### src/rtl/ehgu_fifo_pack.sv
// Packs RATIO narrow FIFO read words into one wide ready/valid word.
// The FIFO side cannot stall: words that arrive while a packed word is parked are dropped and flagged.
module ehgu_fifo_pack #(
    parameter int WIDTH = 8,
    parameter int RATIO = 4,
    localparam int CW = $clog2(RATIO + 1)
) (
    input  logic                     clk1,
    input  logic                     rrstn,
    input  logic                     din_valid,
    input  logic [WIDTH-1:0]         din,
    input  logic                     flush,
    output logic                     dout_valid,
    input  logic                     dout_ready,
    output logic [WIDTH*RATIO-1:0]   dout,
    output logic [CW-1:0]            dout_cnt,
    output logic                     overflow,
    input  logic                     ovf_clr,
    output logic                     o_dbg_state
);

    generate
        if (RATIO < 2) begin : g_ratio_check
            $error("ehgu_fifo_pack: RATIO must be >= 2");
        end
    endgenerate

    typedef enum logic {FILL = 1'b0, HOLD = 1'b1} state_t;

    state_t                   r_state;
    logic [CW-1:0]            r_idx;
    logic [CW-1:0]            r_acc_cnt;
    logic [WIDTH*RATIO-1:0]   r_acc;
    logic [WIDTH*RATIO-1:0]   r_dout;
    logic [CW-1:0]            r_dout_cnt;
    logic                     r_dout_valid;
    logic                     r_ovf;

    logic [WIDTH*RATIO-1:0]   w_acc_next;
    logic [CW-1:0]            w_cnt;
    logic                     w_free;
    logic                     w_full;
    logic                     w_flush_done;
    logic                     w_done;
    logic                     w_drop;

    // Incoming word lands in lane r_idx; lanes beyond it stay zero because the accumulator is cleared per group.
    always_comb begin
        w_acc_next = r_acc;
        for (int k = 0; k < RATIO; k++) begin
            if (din_valid && (r_idx == CW'(k))) begin
                w_acc_next[k*WIDTH +: WIDTH] = din;
            end
        end
    end

    assign w_free       = !r_dout_valid || dout_ready;
    assign w_full       = din_valid && (r_idx == CW'(RATIO - 1));
    assign w_flush_done = flush && (din_valid || (r_idx != '0));
    assign w_done       = (r_state == FILL) && (w_full || w_flush_done);
    assign w_cnt        = din_valid ? (r_idx + CW'(1)) : r_idx;
    assign w_drop       = (r_state == HOLD) && din_valid;

    always_ff @(posedge clk1 or negedge rrstn) begin
        if (!rrstn) begin
            r_state      <= FILL;
            r_idx        <= '0;
            r_acc_cnt    <= '0;
            r_acc        <= '0;
            r_dout       <= '0;
            r_dout_cnt   <= '0;
            r_dout_valid <= 1'b0;
            r_ovf        <= 1'b0;
        end else begin
            if (r_dout_valid && dout_ready) begin
                r_dout_valid <= 1'b0;
            end

            // Set wins over clear so a drop in the clear cycle is never lost.
            if (w_drop) begin
                r_ovf <= 1'b1;
            end else if (ovf_clr) begin
                r_ovf <= 1'b0;
            end

            case (r_state)
                FILL: begin
                    if (w_done) begin
                        r_idx <= '0;
                        if (w_free) begin
                            r_dout       <= w_acc_next;
                            r_dout_cnt   <= w_cnt;
                            r_dout_valid <= 1'b1;
                            r_acc        <= '0;
                        end else begin
                            r_acc     <= w_acc_next;
                            r_acc_cnt <= w_cnt;
                            r_state   <= HOLD;
                        end
                    end else if (din_valid) begin
                        r_acc <= w_acc_next;
                        r_idx <= r_idx + CW'(1);
                    end
                end
                HOLD: begin
                    if (w_free) begin
                        r_dout       <= r_acc;
                        r_dout_cnt   <= r_acc_cnt;
                        r_dout_valid <= 1'b1;
                        r_acc        <= '0;
                        r_state      <= FILL;
                    end
                end
                default: r_state <= FILL;
            endcase
        end
    end

    assign dout_valid  = r_dout_valid;
    assign dout        = r_dout;
    assign dout_cnt    = r_dout_cnt;
    assign overflow    = r_ovf;
    assign o_dbg_state = r_state;

endmodule

### config.mk
export PLATFORM = sky130hd
export DESIGN_NAME = ehgu_fifo_pack
export DESIGN_NICKNAME = d
export VERILOG_FILES = /design/src/rtl/ehgu_fifo_pack.sv
export SDC_FILE = /design/constraint.sdc
export NUM_CORES = 1
export LEC_CHECK = 0
export CAP_MARGIN = 0
export CORE_ASPECT_RATIO = 0.5
export CORE_MARGIN = 10
export CORE_UTILIZATION = 55
export CTS_CLUSTER_DIAMETER = 60
export CTS_CLUSTER_SIZE = 10
export DETAILED_ROUTE_END_ITERATION = 8
export MAX_ROUTING_LAYER = met4
export PLACE_DENSITY = 0.87
export SLEW_MARGIN = 20
export SYNTH_ARGS = -nofsm -noshare
export SYNTH_HDL_FRONTEND = slang
export SYNTH_SLANG_ARGS = --single-unit
export TNS_END_PERCENT = 50
### constraint.sdc
create_clock -name clk1 -period 2.14 [get_ports clk1]
set_input_delay 0.214 -clock clk1 [delete_from_list [all_inputs] [get_ports clk1]]
set_output_delay 0.214 -clock clk1 [all_outputs]
set_load 0.02 [all_outputs]
==> qor.yml <==
synthesis.instances: 376
cp-end-kind: "flop"
grt.overflow.total: 0
yosysUniqueCellTypes: 40
timing.max_slew.rel_slack_pct: 63.6
drt_iter0_drc: 410
drt_first_pass_iters: 5
crit_path_top_delay_cell: "dfrtp_1"
reg2reg_to: "r_acc[31]$_DFFE_PN0P_"
grt_pass1_vias: 3512
clkTransAtPathRegs_ns: 0.06
critical_path.startpoint_type: "flop"
die_h_um: 83.6
ys.flop_type: "dfrtp_1"
finalNetCount: 441
drt_drc_violations_left: 0
place.port_buffers: 51
number_of_cts_inserted_buffers: 9
clkLatencyLatePin_ns: 0.34
synth_warnings: 0
rsz_0062_raised_after_global_routing: "yes"
detail_route.wl_per_cell_um: 21.7
required_ns: 2.37
slew_viol_final: 0
p_leak_nw: 2.30
kind_of_path_behind_the_tightest_hold_check: "primary input to async pin"
netlist.area_leader.share_pct: 42.8
cts.repair_timing.setup_buffer_count: 0
worst_path_largest_cell_delay_ns: 0.44
minimum_clock_period_ns: 2.08
timing.final.crit_share_pct: 97.0
power_per_cell_area_nw_per_um2: 1550
floorplan.io_pins: 52
dp_hpwl_mm: 7.63
power_w: 0.00834
floorplan.die_area_um2: 12300
synth_most_common_cell: "dfrtp_1"
timing.clock.skew_ns: 0.00575
run_status: "finished clean"
groute.layer.met3.usage_pct: 5.52
seq_area_frac_synth_pct: 42.8
grt_first_pass_wirelength_mm: 19.5
hold_slack_ns: 0.367
start_util_pct: 56.0
post-synth-top-area-cell: "dfrtp_1"
syn_nets: 395
setup_viol: 0
cpMostUsedCell: "ha_1"
slack_of_the_worst_reg_to_reg_path_ns: 0.06
rows: 23
antenna_cells_inserted: 0
htree_num_levels: 3
use_met2_pct: 30.3
worst_pin_slew_ns: 0.541
netlist_top_cells_count: "76 x dfrtp_1, 38 x nor2_1, 34 x o22ai_1"
antenna_violations_before_repair: 0
crit_chain: "ha_1 -> ha_1 -> o21a_1 -> a21oi_4 -> buf_6 -> nor2_2 -> o31ai_2"
post_place_cell_area_um2: 5090
timing.rr.start: "r_idx[0]$_DFFE_PN0N_"
setup-tns-final_ns: 0
syn_avg_cell_area_um2: 11.8
drive_gt1_share_pct: 28.9
criticalPathCategory: "flop to flop"
worst_ep_arrival_time_ns: 2.31
gp_congestion: 0.827
worst-path-max-fanout: 8
max_freq_ghz: 0.482
max-vdd-ir-drop_mv: 0.592
met1_usage_pct: 26.2
gr-max-usage-layer: "met2"
grt.total_usage_pct: 20.1
fp.coreArea_um2: 7940
vias_per_std_cell: 6.45
clock_sink_count: 76
finalCoreUtilization_pct: 67.9
route.vias.total: 3462
detailed_route_wire_length_mm: 11.6
cts.path.max_buffers: 2
die_width_um: 147
tritoncts: "built"
postRouteAntennaNets: 0
max_cap_violations: 0
synth_enable_flop_cells: 0
fin_area_um2: 5390
clock-root-buffer: "clkbuf_16"
synth_top_cells_by_area: "dfrtp_1 43%, a211oi_2 9.3%, nor4b_2 7.8%, mux2i_1 5.9%, o22ai_1 4.8%"
flow.area_growth_from_synthesis_pct: 21.3
ff2ff_path_depth: 7
synth.ff_latch_count: 76
maximum_number_of_pins_on_one_net_before_global_route_repair: 45
final-hold-violation-count: 0
mappedNetlistArea_um2: 4440
synthArstFlopShare_pct: 100
cell families (layout without fill, tap and decap cells):
kind of cell    after synthesis  after routing  share of synthesized area (%)
fa+ha+maj                     5              5                           1.41
xor+xnor                      1              1                          0.197
mux                          37             37                           9.57
buf+inv                      42             91                           5.46
simple gates                100            100                           17.9
compound gates              115            115                           22.6
flops                        76             76                           42.8
per-layer routing:
layer,routed length (um),vias to the layer above
met3,695,16
met5,0,-
met2,5480,142
li1,-,1537
met1,5270,1767
met4,181,0
timing repair:
action / 4_1_cts / 5_1_grt
hold endpoints to repair: 32 / 0
endpoints found under the setup margin: 0 / 14
hold buffers: 1 / 0
resized for setup: 0 / 4
cell usage in the layout (no fill, tap or decap), types with 2 or more instances in the layout:
cell,Yosys,final
a211oi_1,2,2
a211oi_2,33,33
a22o_1,7,7
and2b_2,0,2
buf_12,0,5
buf_4,2,14
buf_6,7,2
clkbuf_1,6,2
clkbuf_16,0,9
clkdlybuf4s50_1,0,50
clkinv_2,0,2
dfrtp_1,76,75
ha_1,5,5
inv_1,5,5
mux2_4,11,11
mux2i_1,26,26
nand2_1,8,8
nand2_2,2,2
nand3_1,9,9
nand3b_1,2,2
nor2_1,38,38
nor4_2,10,10
nor4b_2,23,23
o21a_1,2,2
o21ai_0,4,4
o22ai_1,34,34
o2bb2ai_1,16,16
o31ai_1,9,8
power breakdown:
group          internal [W]  total, W  leakage (nW)  switching [W]
registers           0.00200   0.00256         0.981       0.000556
clock network      0.000886   0.00146         0.135       0.000578
logic               0.00202   0.00431          1.18        0.00230
total               0.00490   0.00834          2.30        0.00343
worst max-delay path, delay by kind of cell, from the launching register on:
family,cells,cell delay [ns]
adders and majority gates,2,0.45
AOI/OAI and AO/OA,3,0.77
DFF,1,0.44
and+or+nand+nor,1,0.11
buffers and inverters,1,0.19
worst max path at each step:
stage / slack (ns) / depth (start not counted) / to / start
global placement: 0.11 / 6 / dout[1]$_DFFE_PN0P_ / din_valid
global route: -0.03 / 7 / dout_cnt[0]$_DFFE_PN0P_ / r_idx[0]$_DFFE_PN0N_
finish: 0.06 / 7 / r_acc[31]$_DFFE_PN0P_ / r_idx[0]$_DFFE_PN0N_
detailed placement: 0.03 / 6 / dout[30]$_DFFE_PN0P_ / din_valid
CTS: 0.03 / 7 / r_acc[31]$_DFFE_PN0P_ / r_idx[0]$_DFFE_PN0N_
floorplan: 0.35 / 8 / dout[30]$_DFFE_PN0P_ / r_idx[0]$_DFFE_PN0N_
through the flow:
step,std cells,setup slack (ns)
global route,537,-0.0320
detailed placement,522,0.0287
finish,537,0.0641
global placement,522,0.112
floorplan,376,0.349
CTS,537,0.0294
sequential cells by signal (all words and copies together), names as in the netlist:
name / flops
dout: 32
dout_cnt: 3
dout_valid: 1
o_dbg_state: 1
overflow: 1
r_acc: 32
r_acc_cnt: 3
r_idx: 3
final cells by class:
cell class              count  area (um^2)
inverters                   5         18.8
repair buffers             72          738
clock buffers              11          233
multi-input cells         258         2310
fillers                   570         2550
well taps                 112          140
flip-flops and latches     76         1910
clock inverters             3         40.0
No activity file was read; power rests on OpenSTA's default activity.
